### config.mk
export PLATFORM = sky130hd
export DESIGN_NAME = instr_fetch_unit_flat
export DESIGN_NICKNAME = d
export VERILOG_FILES = /design/src/rtl/core_pkg.sv /design/src/rtl/instr_fetch_unit_if.sv /design/src/rtl/fetch_fifo.sv /design/src/rtl/instr_fetch_unit.sv /design/src/flat_wrapper.sv
export SDC_FILE = /design/constraint.sdc
export NUM_CORES = 1
export LEC_CHECK = 0
export BUFFER_PORTS_ARGS = -buffer_cell sky130_fd_sc_hd__buf_4
export CORE_MARGIN = 10
export CORE_UTILIZATION = 62
export CTS_CLUSTER_DIAMETER = 40
export DETAILED_ROUTE_END_ITERATION = 16
export GPL_TIMING_DRIVEN = 0
export PLACE_DENSITY = 0.88
export SLEW_MARGIN = 20
export SYNTH_ARGS = -nofsm -noshare
export SYNTH_HDL_FRONTEND = slang
export SYNTH_SLANG_ARGS = --single-unit
### constraint.sdc
create_clock -name clock -period 6 [get_ports clock]
set_clock_uncertainty 0.05 [all_clocks]
set_input_delay 1.8 -clock clock [delete_from_list [all_inputs] [get_ports clock]]
set_output_delay 1.8 -clock clock [all_outputs]
set_load 0.02 [all_outputs]
### src/rtl/core_pkg.sv
// Shared definitions for the MIPS-style core.
// Contents:
//   - instruction field slice positions (OP, SRC1, SRC2, DEST, IMM)
//   - HALT_WORD, the all-zero word that ends instruction fetch
//   - fetch_state_t, the state encoding of the fetch front end
package core_pkg;

    localparam int OP_MSB   = 31;
    localparam int OP_LSB   = 26;
    localparam int SRC1_MSB = 25;
    localparam int SRC1_LSB = 21;
    localparam int SRC2_MSB = 20;
    localparam int SRC2_LSB = 16;
    localparam int DEST_MSB = 15;
    localparam int DEST_LSB = 11;
    localparam int IMM_MSB  = 10;
    localparam int IMM_LSB  = 0;

    localparam logic [31:0] HALT_WORD = 32'h0;

    typedef enum logic [1:0] {
        IDLE = 2'd0,
        RUN  = 2'd1,
        HALT = 2'd2
    } fetch_state_t;

endpackage

### src/rtl/instr_fetch_unit_if.sv
// Bus bundle of the instruction fetch unit.
// Groups the instruction-memory read port, the {pc, instr} valid/ready
// output stream and the redirect request from decode.
//   master : the fetch unit (drives imem_en/addr and the output stream)
//   slave  : the environment (memory, decode/execute, branch resolution)
interface instr_fetch_unit_if #(
    parameter int ADDR_W = 5,
    parameter int DATA_W = 32
);
    logic              imem_en;
    logic [ADDR_W-1:0] imem_addr;
    logic [DATA_W-1:0] imem_rdata;
    logic              out_valid;
    logic              out_ready;
    logic [DATA_W-1:0] out_instr;
    logic [ADDR_W-1:0] out_pc;
    logic              redirect_valid;
    logic [ADDR_W-1:0] redirect_pc;

    modport master (
        output imem_en, imem_addr, out_valid, out_instr, out_pc,
        input  imem_rdata, out_ready, redirect_valid, redirect_pc
    );

    modport slave (
        input  imem_en, imem_addr, out_valid, out_instr, out_pc,
        output imem_rdata, out_ready, redirect_valid, redirect_pc
    );
endinterface

### src/rtl/fetch_fifo.sv
// Synchronous FIFO buffering fetched {pc, instr} pairs.
// Ports:
//   clock, reset   clock and asynchronous active-high reset
//   i_flush        drop all entries (overrides push and pop)
//   i_push/i_push_data  write one entry
//   i_pop          remove the head entry
//   o_pop_data     head entry (meaningful while o_count != 0)
//   o_count        number of stored entries
// Push and pop in the same cycle are allowed at any occupancy.
module fetch_fifo #(
    parameter int WIDTH = 37,
    parameter int DEPTH = 4,
    localparam int PW = (DEPTH > 1) ? $clog2(DEPTH) : 1,
    localparam int CW = $clog2(DEPTH + 1)
) (
    input  logic             clock,
    input  logic             reset,
    input  logic             i_flush,
    input  logic             i_push,
    input  logic [WIDTH-1:0] i_push_data,
    input  logic             i_pop,
    output logic [WIDTH-1:0] o_pop_data,
    output logic [CW-1:0]    o_count
);
    logic [WIDTH-1:0] r_mem [DEPTH];
    logic [PW-1:0]    r_wr_ptr;
    logic [PW-1:0]    r_rd_ptr;
    logic [CW-1:0]    r_count;
    logic             w_do_pop;
    logic             w_do_push;

    function automatic logic [PW-1:0] ptr_inc(input logic [PW-1:0] p);
        return (p == PW'(DEPTH - 1)) ? '0 : p + 1'b1;
    endfunction

    assign w_do_pop  = i_pop && (r_count != '0) && !i_flush;
    // When full, a simultaneous pop frees the slot being written.
    assign w_do_push = i_push && !i_flush && ((r_count < CW'(DEPTH)) || w_do_pop);

    always_ff @(posedge clock or posedge reset) begin
        if (reset) begin
            r_wr_ptr <= '0;
            r_rd_ptr <= '0;
            r_count  <= '0;
        end else if (i_flush) begin
            r_wr_ptr <= '0;
            r_rd_ptr <= '0;
            r_count  <= '0;
        end else begin
            if (w_do_push) r_wr_ptr <= ptr_inc(r_wr_ptr);
            if (w_do_pop)  r_rd_ptr <= ptr_inc(r_rd_ptr);
            if (w_do_push && !w_do_pop)      r_count <= r_count + 1'b1;
            else if (w_do_pop && !w_do_push) r_count <= r_count - 1'b1;
        end
    end

    always_ff @(posedge clock) begin
        if (w_do_push) r_mem[r_wr_ptr] <= i_push_data;
    end

    assign o_pop_data = r_mem[r_rd_ptr];
    assign o_count    = r_count;
endmodule

### src/rtl/instr_fetch_unit.sv
// Instruction fetch front end: owns the PC, reads the synchronous
// instruction memory and streams {pc, instr} to decode through fetch_fifo.
// Ports:
//   clock, reset  clock and asynchronous active-high reset
//   start         one-cycle pulse; in IDLE begins fetching at PC 0
//   halted        fetch stopped on the all-zero instruction word
//   bus           instr_fetch_unit_if.master: imem read port, output
//                 valid/ready stream, redirect request
module instr_fetch_unit
    import core_pkg::*;
#(
    parameter int ADDR_W     = 5,
    parameter int DATA_W     = 32,
    parameter int FIFO_DEPTH = 4
) (
    input  logic                clock,
    input  logic                reset,
    input  logic                start,
    output logic                halted,
    instr_fetch_unit_if.master  bus
);
    localparam int CW = $clog2(FIFO_DEPTH + 1);
    localparam int FW = ADDR_W + DATA_W;

    fetch_state_t      r_state;
    fetch_state_t      w_state_next;
    logic [ADDR_W-1:0] r_pc;
    logic              r_inflight_p1;
    logic [ADDR_W-1:0] r_rsp_pc_p1;

    logic [CW-1:0]     w_count;
    logic [CW:0]       w_occupancy;
    logic [FW-1:0]     w_fifo_head;
    logic              w_issue;
    logic              w_rsp_zero;
    logic              w_push;
    logic              w_pop;
    logic              w_valid;

    // Issue stage: request a word only if its response is guaranteed a slot.
    assign w_occupancy = {1'b0, w_count} + {{CW{1'b0}}, r_inflight_p1};
    assign w_issue     = (r_state == RUN) && (w_occupancy < (CW + 1)'(FIFO_DEPTH));

    // Response stage: the redirect squashes the returning word; words that
    // arrive after the halt (issued alongside the zero word) are dropped.
    assign w_rsp_zero = r_inflight_p1 && (bus.imem_rdata == DATA_W'(HALT_WORD));
    assign w_push     = r_inflight_p1 && !w_rsp_zero && (r_state == RUN)
                        && !bus.redirect_valid;

    assign w_valid = (w_count != '0);
    assign w_pop   = w_valid && bus.out_ready;

    always_ff @(posedge clock or posedge reset) begin
        if (reset) r_state <= IDLE;
        else       r_state <= w_state_next;
    end

    always_comb begin
        w_state_next = r_state;
        if (bus.redirect_valid) begin
            w_state_next = RUN;
        end else begin
            case (r_state)
                IDLE:    if (start) w_state_next = RUN;
                RUN:     if (w_rsp_zero) w_state_next = HALT;
                default: w_state_next = r_state;
            endcase
        end
    end

    // A memory read may still be strobed in the redirect cycle (imem_en is
    // purely registered); clearing the in-flight flag discards its result.
    always_ff @(posedge clock or posedge reset) begin
        if (reset) begin
            r_pc          <= '0;
            r_inflight_p1 <= 1'b0;
        end else if (bus.redirect_valid) begin
            r_pc          <= bus.redirect_pc;
            r_inflight_p1 <= 1'b0;
        end else begin
            r_inflight_p1 <= w_issue;
            if ((r_state == IDLE) && start) r_pc <= '0;
            else if (w_issue)               r_pc <= r_pc + 1'b1;
        end
    end

    always_ff @(posedge clock) begin
        if (w_issue) r_rsp_pc_p1 <= r_pc;
    end

    fetch_fifo #(
        .WIDTH (FW),
        .DEPTH (FIFO_DEPTH)
    ) u_fifo (
        .clock       (clock),
        .reset       (reset),
        .i_flush     (bus.redirect_valid),
        .i_push      (w_push),
        .i_push_data ({r_rsp_pc_p1, bus.imem_rdata}),
        .i_pop       (w_pop),
        .o_pop_data  (w_fifo_head),
        .o_count     (w_count)
    );

    // Outputs are forced to zero while empty so the idle/reset values are
    // defined without resetting the FIFO storage.
    assign bus.imem_en   = w_issue;
    assign bus.imem_addr = r_pc;
    assign bus.out_valid = w_valid;
    assign bus.out_pc    = w_valid ? w_fifo_head[FW-1:DATA_W] : '0;
    assign bus.out_instr = w_valid ? w_fifo_head[DATA_W-1:0] : '0;
    assign halted        = (r_state == HALT);
endmodule

### src/flat_wrapper.sv
// flat-port wrapper written by rule: the top's interface ports become plain ports
module instr_fetch_unit_flat import core_pkg::*;
#(
    parameter int ADDR_W     = 5,
    parameter int DATA_W     = 32,
    parameter int FIFO_DEPTH = 4
)
  (clock, reset, start, halted, bus_imem_en, bus_imem_addr, bus_out_valid, bus_out_instr, bus_out_pc, bus_imem_rdata, bus_out_ready, bus_redirect_valid, bus_redirect_pc);
  instr_fetch_unit_if #(.ADDR_W(ADDR_W), .DATA_W(DATA_W)) bus_i ();
  input  logic clock;
  input  logic reset;
  input  logic start;
  output logic halted;
  output wire logic [$bits(bus_i.imem_en)-1:0] bus_imem_en;
  output wire logic [$bits(bus_i.imem_addr)-1:0] bus_imem_addr;
  output wire logic [$bits(bus_i.out_valid)-1:0] bus_out_valid;
  output wire logic [$bits(bus_i.out_instr)-1:0] bus_out_instr;
  output wire logic [$bits(bus_i.out_pc)-1:0] bus_out_pc;
  input wire logic [$bits(bus_i.imem_rdata)-1:0] bus_imem_rdata;
  input wire logic [$bits(bus_i.out_ready)-1:0] bus_out_ready;
  input wire logic [$bits(bus_i.redirect_valid)-1:0] bus_redirect_valid;
  input wire logic [$bits(bus_i.redirect_pc)-1:0] bus_redirect_pc;
  assign bus_imem_en = bus_i.imem_en;
  assign bus_imem_addr = bus_i.imem_addr;
  assign bus_out_valid = bus_i.out_valid;
  assign bus_out_instr = bus_i.out_instr;
  assign bus_out_pc = bus_i.out_pc;
  assign bus_i.imem_rdata = bus_imem_rdata;
  assign bus_i.out_ready = bus_out_ready;
  assign bus_i.redirect_valid = bus_redirect_valid;
  assign bus_i.redirect_pc = bus_redirect_pc;
  instr_fetch_unit #(.ADDR_W(ADDR_W), .DATA_W(DATA_W), .FIFO_DEPTH(FIFO_DEPTH)) u_core (.clock(clock), .reset(reset), .start(start), .halted(halted), .bus(bus_i));
endmodule
==> metrics.txt, run 1 <==
# TYPE chip_impl_metric gauge
chip_impl_info{name="run_status",value="completed"} 1
chip_impl_metric{name="post-route-period-util",unit="%"} 72.68
chip_impl_info{name="synth_top_flop_cell",value="sky130_fd_sc_hd__edfxtp_1"} 1
chip_impl_metric{name="grt_first_pass_wirelength",unit="mm"} 22.14
chip_impl_metric{name="post_synth_fa_ha_maj_area_fraction",unit="%"} 1.224
chip_impl_metric{name="achievable_frequency",unit="MHz"} 229.3
chip_impl_info{name="synth_common_cells",value="sky130_fd_sc_hd__edfxtp_1 (153), sky130_fd_sc_hd__and2_1 (39), sky130_fd_sc_hd__mux4_2 (37), sky130_fd_sc_hd__dfrtp_1 (15), sky130_fd_sc_hd__inv_1 (14)"} 1
chip_impl_info{name="top_count_cell_post_synth",value="sky130_fd_sc_hd__edfxtp_1"} 1
chip_impl_metric{name="overflow",unit=""} 0
chip_impl_metric{name="place_worst_setup_slack",unit="ns"} 1.554
chip_impl_info{name="crit_path_end_kind",value="primary output"} 1
chip_impl_metric{name="post_syn_nets",unit=""} 398
chip_impl_info{name="cts_root_buf",value="sky130_fd_sc_hd__clkbuf_8"} 1
chip_impl_metric{name="clockBufferDepth",unit=""} 2
chip_impl_metric{name="netlist_instances",unit=""} 350
chip_impl_metric{name="power.share.sequential",unit="%"} 38.1
chip_impl_metric{name="synth_compound_gate_area_share",unit="%"} 2.763
chip_impl_metric{name="synth.ff_latch_count",unit=""} 168
chip_impl_metric{name="num_rows",unit=""} 38
chip_impl_metric{name="worst_ep_required_time",unit="ns"} 4.15
chip_impl_info{name="min-delay-path-class",value="flip-flop to flip-flop"} 1
chip_impl_metric{name="cts-buffers-inserted",unit=""} 17
chip_impl_metric{name="synth-seq-area-share",unit="%"} 73.65
chip_impl_metric{name="slew_viols_final",unit=""} 0
chip_impl_metric{name="boundaryPins",unit=""} 87
chip_impl_metric{name="dp.cells",unit=""} 578
chip_impl_metric{name="power-per-cell-area",unit="nW/um^2"} 475.7
chip_impl_metric{name="placeableCoreArea",unit="um^2"} 10750
chip_impl_metric{name="route.detailed.vias_per_inst",unit=""} 5.943
chip_impl_info{name="startpoint_to_endpoint_class_of_the_critical_path",value="flip-flop to primary output"} 1
chip_impl_metric{name="dr.first_iter.drc_count",unit=""} 341
chip_impl_metric{name="design.final.nets",unit=""} 505
chip_impl_metric{name="starting_density",unit="%"} 62.80
chip_impl_metric{name="route.vias.total",unit=""} 3625
chip_impl_metric{name="die-width",unit="um"} 124.3
chip_impl_metric{name="power.share.clock",unit="%"} 26.3
chip_impl_metric{name="finish.utilization",unit="%"} 76.78
chip_impl_metric{name="yosysWarningCount",unit=""} 0
chip_impl_metric{name="die-area",unit="um^2"} 15460
chip_impl_metric{name="share_of_cell_area_taken_by_muxes_after_synthesis",unit="%"} 12.79
chip_impl_metric{name="setup_violations",unit=""} 0
chip_impl_metric{name="clk-insertion-delay-late",unit="ns"} 0.53
chip_impl_metric{name="hpwl",unit="mm"} 9.017
chip_impl_metric{name="layout_setup_ws",unit="ns"} 1.639
chip_impl_metric{name="final_layout_size_suffix_gt1_share",unit="%"} 37.02
chip_impl_metric{name="track_usage",unit="%"} 18.44
chip_impl_metric{name="async_reset_ff_share",unit="%"} 8.929
chip_impl_metric{name="static-leakage-power",unit="nW"} 2.923
chip_impl_metric{name="n_fill_cell",unit=""} 592
chip_impl_metric{name="period_minus_slack",unit="ns"} 4.361
chip_impl_metric{name="finalWeightedCongestion",unit=""} 0.7594
chip_impl_metric{name="cts_sinks",unit=""} 168
chip_impl_metric{name="multi_input_gate_area",unit="um^2"} 1677
chip_impl_info{name="ys_top_cells_by_area",value="sky130_fd_sc_hd__edfxtp_1 (68%), sky130_fd_sc_hd__mux4_2 (12%), sky130_fd_sc_hd__dfrtp_1 (5.6%)"} 1
chip_impl_metric{name="peak_supply_drop",unit="mV"} 0.2696
chip_impl_info{name="grt_setup_unrepaired",value="no"} 1
chip_impl_metric{name="route.detailed.drc",unit=""} 0
chip_impl_metric{name="htree_levels",unit=""} 4
chip_impl_metric{name="synth_enable_flop_cells",unit=""} 153
chip_impl_info{name="cp-start-kind",value="flip-flop"} 1
chip_impl_metric{name="power_switching_share",unit="%"} 32.68
chip_impl_metric{name="dpl-instance-area",unit="um^2"} 7686
chip_impl_info{name="post-synth-top-area-cell",value="sky130_fd_sc_hd__edfxtp_1"} 1
chip_impl_metric{name="yosysUniqueCellTypes",unit=""} 39
chip_impl_metric{name="top_cell_type_s_share_of_synthesized_area",unit="%"} 68.09
chip_impl_metric{name="cts_resized",unit=""} 0
chip_impl_metric{name="count_of_hold_fix_buffers_inserted_at_cts",unit=""} 0
chip_impl_metric{name="synth_simple_gate_area_share",unit="%"} 6.583
chip_impl_metric{name="fin_hold_ws",unit="ns"} 0.4527
chip_impl_metric{name="power.internal",unit="mW"} 2.642
chip_impl_metric{name="place.port_buffers",unit=""} 84
chip_impl_metric{name="chipHeight",unit="um"} 124.3
chip_impl_info{name="tritoncts",value="built"} 1
chip_impl_metric{name="wirelength",unit="mm"} 14.02
chip_impl_metric{name="antenna_found_initial",unit=""} 0
chip_impl_metric{name="drt.antenna.violating_nets",unit=""} 0
chip_impl_metric{name="area_growth_syn_to_layout",unit="%"} 22.27
chip_impl_metric{name="finalInstanceArea",unit="um^2"} 8250
chip_impl_metric{name="synthesis.area_per_instance",unit="um^2"} 19.28
chip_impl_info{name="main_combinational_cell_family_by_area_after_synthesis",value="multiplexers"} 1
chip_impl_metric{name="power.switching",unit="mW"} 1.282
chip_impl_metric{name="drt_pre_antenna_iters",unit=""} 5
chip_impl_metric{name="combinationalPowerShare",unit="%"} 35.6
chip_impl_metric{name="slew_headroom",unit="%"} 49.32
chip_impl_metric{name="clk_pin_slew_worst_paths",unit="ns"} 0.07
chip_impl_metric{name="worst-slew-pin-transition",unit="ns"} 0.7603
chip_impl_metric{name="finalHoldViolations",unit=""} 0
chip_impl_metric{name="totalPowerFinal",unit="mW"} 3.924
chip_impl_metric{name="antenna_cells",unit=""} 0
chip_impl_metric{name="cp_max_fo",unit=""} 10
chip_impl_metric{name="seqCellArea",unit="um^2"} 4970
chip_impl_metric{name="route.detailed.wl_per_inst",unit="um"} 22.99
chip_impl_metric{name="cap_violations",unit=""} 0
chip_impl_metric{name="grt_start_max_net_pins",unit=""} 24
chip_impl_metric{name="synth_xor_area_share",unit="%"} 1.038
chip_impl_metric{name="netlist_area",unit="um^2"} 6748
chip_impl_metric{name="grt_pass1_vias",unit=""} 3969
chip_impl_metric{name="postCtsSetupBuffers",unit=""} 0
chip_impl_metric{name="totalNegativeSetupSlack",unit="ns"} 0
chip_impl_metric{name="non_filler_instance_count_after_layout",unit=""} 610
chip_impl_metric{name="worst_ep_arrival_time",unit="ns"} 2.51
chip_impl_metric{name="ff2ff_setup_slack",unit="ns"} 3.39
registers in the layout, summed over array words and instances (netlist names):
signal / count
u_core.bus.imem_addr: 5
u_core.r_inflight_p1: 1
u_core.r_rsp_pc_p1: 5
u_core.r_state: 2
u_core.u_fifo.o_count: 3
u_core.u_fifo.r_mem: 148
u_core.u_fifo.r_rd_ptr: 2
u_core.u_fifo.r_wr_ptr: 2
cells by family after synthesis:
group	Yosys count
buffers and inverters	31
AND/OR/NAND/NOR	76
AO/OA/AOI/OAI	21
XOR/XNOR	8
adder cells (fa/ha/maj)	6
multiplexers	40
flip-flops	168
critical path: stages (launching register included):
cell and delay, ns:
sky130_fd_sc_hd__dfrtp_1 0.35, sky130_fd_sc_hd__buf_2 0.29, sky130_fd_sc_hd__clkbuf_1 0.55, sky130_fd_sc_hd__mux4_2 0.43, sky130_fd_sc_hd__and2_1 0.20, sky130_fd_sc_hd__buf_4 0.16
metal layers:
layer  vias to the layer above  global-route usage, %  share of wire, %
met5                         -                      0                 0
met4                         0                  6.785               1.5
met3                        16                  4.894               5.2
met2                       138                  31.23                53
met1                      1873                  22.20                40
li1                       1598                      -                 -
layout by cell type, fill, tap and decap left out, drive strengths merged, types with 2 or more instances in the layout:
master,synthesis,routed
a21oi,3,3
a31oi,3,3
and2,39,39
buf,8,96
bufinv,0,2
clkbuf,9,26
clkinv,0,6
clkinvlp,0,3
dfrtp,15,15
edfxtp,153,153
ha,5,5
inv,14,18
mux2i,3,3
mux4,37,37
nand2,5,5
nand3,3,3
nand4,3,3
nor2,10,10
nor4,9,9
o21ai,5,5
o22a,4,4
xnor2,4,4
xor2,4,4
power groups by stage:
stage	logic, mW	registers, mW	clock network [mW]
after global routing	1.49	1.51	1.09
after global placement	1.35	1.51	0
after floorplan	0.848	1.51	0
after detailed placement	1.41	1.52	0
after CTS	1.42	1.49	1.04
final	1.40	1.49	1.03
path summary, 6_finish.rpt:
kind / endpoint / from / cells after the start
max: bus_out_instr[13] / u_core.u_fifo.r_rd_ptr[1]$_DFFE_PP0P_ / 5
min: u_core.u_fifo.r_mem[3][36]$_DFFE_PP_ / u_core.r_rsp_pc_p1[4]$_DFFE_PP_ / 0
max reg2reg: u_core.u_fifo.o_count[1]$_DFFE_PP0P_ / u_core.u_fifo.o_count[2]$_DFFE_PP0P_ / 7
min reg2reg: u_core.u_fifo.r_mem[3][36]$_DFFE_PP_ / u_core.r_rsp_pc_p1[4]$_DFFE_PP_ / 0
max in group asynchronous: u_core.u_fifo.o_count[0]$_DFFE_PP0P_ / reset / 2
min in group asynchronous: u_core.bus.imem_addr[4]$_DFFE_PP0P_ / reset / 2
layout make-up:
cell class / instances / area share, %
flip-flops and latches: 168 / 60.24
multi-input cells: 151 / 20.32
well taps: 140 / 2.123
repair buffers: 88 / 8.887
inverters: 14 / 0.6369
plain buffers: 17 / 0.9554
clock inverters: 15 / 1.820
clock buffers: 17 / 5.020
Power figures use the tool's default switching activity.
==> run 2: changes to the inputs <==
--- a/config.mk
+++ b/config.mk
@@ -7,11 +7,11 @@
 export LEC_CHECK = 0
 export BUFFER_PORTS_ARGS = -buffer_cell sky130_fd_sc_hd__buf_4
 export CORE_MARGIN = 10
-export CORE_UTILIZATION = 62
+export CORE_UTILIZATION = 57
 export CTS_CLUSTER_DIAMETER = 40
 export DETAILED_ROUTE_END_ITERATION = 16
 export GPL_TIMING_DRIVEN = 0
-export PLACE_DENSITY = 0.88
+export PLACE_DENSITY = 0.82
 export SLEW_MARGIN = 20
 export SYNTH_ARGS = -nofsm -noshare
 export SYNTH_HDL_FRONTEND = slang
==> constraint.sdc (replaced) <==
create_clock -name clock -period 4.2 [get_ports clock]
set_clock_uncertainty 0.05 [all_clocks]
set_input_delay 1.26 -clock clock [delete_from_list [all_inputs] [get_ports clock]]
set_output_delay 1.26 -clock clock [all_outputs]
set_load 0.02 [all_outputs]
==> run 2 against run 1 <==
Effect of this change:
- setup slack worse by 1.1 ns
- power increased by 47%
- largest power group unchanged
- largest cell class unchanged
- critical path type unchanged
- sequential power rose by 44%
==> metrics.txt, run 2 (synthesis gave the netlist of run 1 again) <==
# TYPE chip_impl_metric gauge
chip_impl_metric{name="area_growth_syn_to_layout",unit="%"} 24.03
chip_impl_metric{name="grt_first_pass_wirelength",unit="mm"} 22.05
chip_impl_metric{name="static-leakage-power",unit="nW"} 2.966
chip_impl_metric{name="die-width",unit="um"} 128.8
chip_impl_info{name="r2r_path_end",value="u_core.u_fifo.o_count[1]$_DFFE_PP0P_"} 1
chip_impl_info{name="final_cell_mix",value="sky130_fd_sc_hd__edfxtp_1 (153), sky130_fd_sc_hd__buf_4 (86), sky130_fd_sc_hd__and2_1 (39), sky130_fd_sc_hd__mux4_2 (37), sky130_fd_sc_hd__clkbuf_16 (17)"} 1
chip_impl_metric{name="timing.hold.worst_path_depth",unit=""} 0
chip_impl_metric{name="placeableCoreArea",unit="um^2"} 11520
chip_impl_metric{name="cp_max_fo",unit=""} 10
chip_impl_metric{name="ff2ff_setup_slack",unit="ns"} 1.67
chip_impl_info{name="crit_path_end_kind",value="primary output"} 1
chip_impl_metric{name="totalPowerFinal",unit="mW"} 5.779
chip_impl_metric{name="rr_worst_depth",unit=""} 7
chip_impl_metric{name="dr.first_iter.drc_count",unit=""} 358
chip_impl_info{name="cp-start-kind",value="flip-flop"} 1
chip_impl_info{name="holdCritStartpoint",value="u_core.r_rsp_pc_p1[1]$_DFFE_PP_"} 1
chip_impl_metric{name="count_of_hold_fix_buffers_inserted_at_cts",unit=""} 0
chip_impl_info{name="startpoint_to_endpoint_class_of_the_critical_path",value="flip-flop to primary output"} 1
chip_impl_metric{name="chipHeight",unit="um"} 128.8
chip_impl_metric{name="cts_resized",unit=""} 0
chip_impl_metric{name="totalNegativeSetupSlack",unit="ns"} 0
chip_impl_metric{name="route.detailed.drc",unit=""} 0
chip_impl_metric{name="clockBufferDepth",unit=""} 2
chip_impl_metric{name="max_ffs_per_register",unit=""} 148
chip_impl_metric{name="drt.antenna.violating_nets",unit=""} 0
chip_impl_info{name="hold_end",value="u_core.u_fifo.r_mem[2][33]$_DFFE_PP_"} 1
chip_impl_metric{name="n_fill_cell",unit=""} 690
chip_impl_info{name="min-delay-path-class",value="flip-flop to flip-flop"} 1
chip_impl_metric{name="grt_pass1_vias",unit=""} 3865
chip_impl_metric{name="grt_start_max_net_pins",unit=""} 22
chip_impl_metric{name="route.detailed.vias_per_inst",unit=""} 5.866
chip_impl_metric{name="finalHoldViolations",unit=""} 0
chip_impl_metric{name="slew_viols_final",unit=""} 0
chip_impl_info{name="tritoncts",value="built"} 1
chip_impl_metric{name="antenna_found_initial",unit=""} 0
chip_impl_metric{name="period_minus_slack",unit="ns"} 3.677
chip_impl_metric{name="cap_violations",unit=""} 0
chip_impl_metric{name="num_rows",unit=""} 39
chip_impl_info{name="max_flop_register",value="u_core.u_fifo.r_mem"} 1
chip_impl_metric{name="antenna_cells",unit=""} 0
chip_impl_metric{name="hpwl",unit="mm"} 9.060
chip_impl_metric{name="worst_ep_arrival_time",unit="ns"} 2.37
chip_impl_metric{name="place.port_buffers",unit=""} 84
chip_impl_metric{name="postCtsSetupBuffers",unit=""} 0
chip_impl_metric{name="htree_levels",unit=""} 4
chip_impl_metric{name="achievable_frequency",unit="MHz"} 272.0
chip_impl_metric{name="wirelength",unit="mm"} 13.93
chip_impl_metric{name="setup_violations",unit=""} 0
chip_impl_metric{name="starting_density",unit="%"} 58.59
chip_impl_metric{name="non_filler_instance_count_after_layout",unit=""} 613
chip_impl_metric{name="worst_ep_required_time",unit="ns"} 2.89
chip_impl_metric{name="peak_supply_drop",unit="mV"} 0.3189
chip_impl_metric{name="dp.cells",unit=""} 583
chip_impl_info{name="run_status",value="completed"} 1
chip_impl_metric{name="route.vias.total",unit=""} 3596
chip_impl_metric{name="power-per-cell-area",unit="nW/um^2"} 690.5
chip_impl_metric{name="slew_headroom",unit="%"} 52.15
chip_impl_metric{name="clk-insertion-delay-late",unit="ns"} 0.41
chip_impl_metric{name="clk_pin_slew_worst_paths",unit="ns"} 0.06
chip_impl_metric{name="cts-buffers-inserted",unit=""} 17
chip_impl_metric{name="die-area",unit="um^2"} 16590
chip_impl_metric{name="route.detailed.wl_per_inst",unit="um"} 22.73
chip_impl_info{name="layout_commonest_cell",value="sky130_fd_sc_hd__edfxtp_1"} 1
chip_impl_metric{name="track_usage",unit="%"} 17.67
chip_impl_metric{name="overflow",unit=""} 0
chip_impl_metric{name="finalWeightedCongestion",unit=""} 0.7544
chip_impl_info{name="cts_root_buf",value="sky130_fd_sc_hd__clkbuf_16"} 1
chip_impl_info{name="grt_setup_unrepaired",value="no"} 1
chip_impl_metric{name="boundaryPins",unit=""} 87
chip_impl_metric{name="drt_pre_antenna_iters",unit=""} 4
chip_impl_metric{name="finish.utilization",unit="%"} 72.67
chip_impl_metric{name="post-route-period-util",unit="%"} 87.54
chip_impl_metric{name="final_layout_size_suffix_gt1_share",unit="%"} 36.81
chip_impl_metric{name="design.final.nets",unit=""} 507
chip_impl_metric{name="worst-slew-pin-transition",unit="ns"} 0.7177
chip_impl_metric{name="cts_sinks",unit=""} 168
chip_impl_info{name="r2r_start",value="u_core.u_fifo.o_count[2]$_DFFE_PP0P_"} 1
run 2: changes by cell type in the layout (fill, tap and decap cells not counted), sizes merged:
cell,previous run,this run
clkbuf,26,27
bufinv,2,5
inv,18,14
buf,96,98
clkinv,6,4
run 2: through the flow:
step / hold WS, ns / area [um^2] / worst slack [ns]
after floorplan: 0.4087 / 6748 / 0.04745
after global placement: 0.4175 / 7557 / -1.265
after detailed placement: 0.4493 / 7737 / 0.3534
after CTS: 0.4677 / 8369 / 0.4856
after global routing: 0.4776 / 8369 / 0.3988
final: 0.4654 / 8369 / 0.5234
run 2: worst max path at each step:
stage / startpoint / to / slack (ns) / cells past startpoint
floorplan: bus_out_ready / u_core.u_fifo.r_mem[2][0]$_DFFE_PP_ / 0.05 / 6
global placement: bus_out_ready / u_core.u_fifo.r_mem[2][9]$_DFFE_PP_ / -1.26 / 6
detailed placement: bus_imem_rdata[9] / u_core.u_fifo.o_count[2]$_DFFE_PP0P_ / 0.35 / 10
CTS: u_core.u_fifo.r_rd_ptr[1]$_DFFE_PP0P_ / bus_out_instr[14] / 0.49 / 5
global route: u_core.u_fifo.r_rd_ptr[1]$_DFFE_PP0P_ / bus_out_instr[24] / 0.40 / 5
finish: u_core.u_fifo.r_rd_ptr[1]$_DFFE_PP0P_ / bus_out_instr[14] / 0.52 / 5
run 2: metal layers:
layer | vias up | global-route usage [%] | routed length (um)
met2 | 129 | 29.34 | 7280
met4 | 0 | 6.689 | 255
li1 | 1602 | - | -
met3 | 21 | 4.969 | 878
met1 | 1844 | 21.72 | 5518
met5 | - | 0 | 0
run 2: area by class of cell:
cell class,count,area (um^2),area share (%)
Buffer,17,78.83,0.9418
Clock buffer,18,429.2,5.128
Clock inverter,12,202.7,2.422
Inverter,14,52.55,0.6279
Multi-Input combinational cell,151,1677,20.03
Sequential cell,168,4970,59.38
Tap cell,143,178.9,2.138
Timing Repair Buffer,90,780.7,9.329
run 2: report_power, final:
group / leakage [nW] / internal [mW] / total (mW) / switching [mW]
combinational: 1.08 / 0.892 / 1.97 / 1.08
clock: 0.296 / 1.05 / 1.67 / 0.617
sequential: 1.59 / 2.03 / 2.14 / 0.106
run 2: worst max-delay path, cell delays in order, from the launching register on:
cell and delay [ns]:
sky130_fd_sc_hd__dfrtp_1 0.37, sky130_fd_sc_hd__buf_2 0.29, sky130_fd_sc_hd__clkbuf_1 0.53, sky130_fd_sc_hd__mux4_2 0.41, sky130_fd_sc_hd__and2_1 0.19, sky130_fd_sc_hd__buf_4 0.16
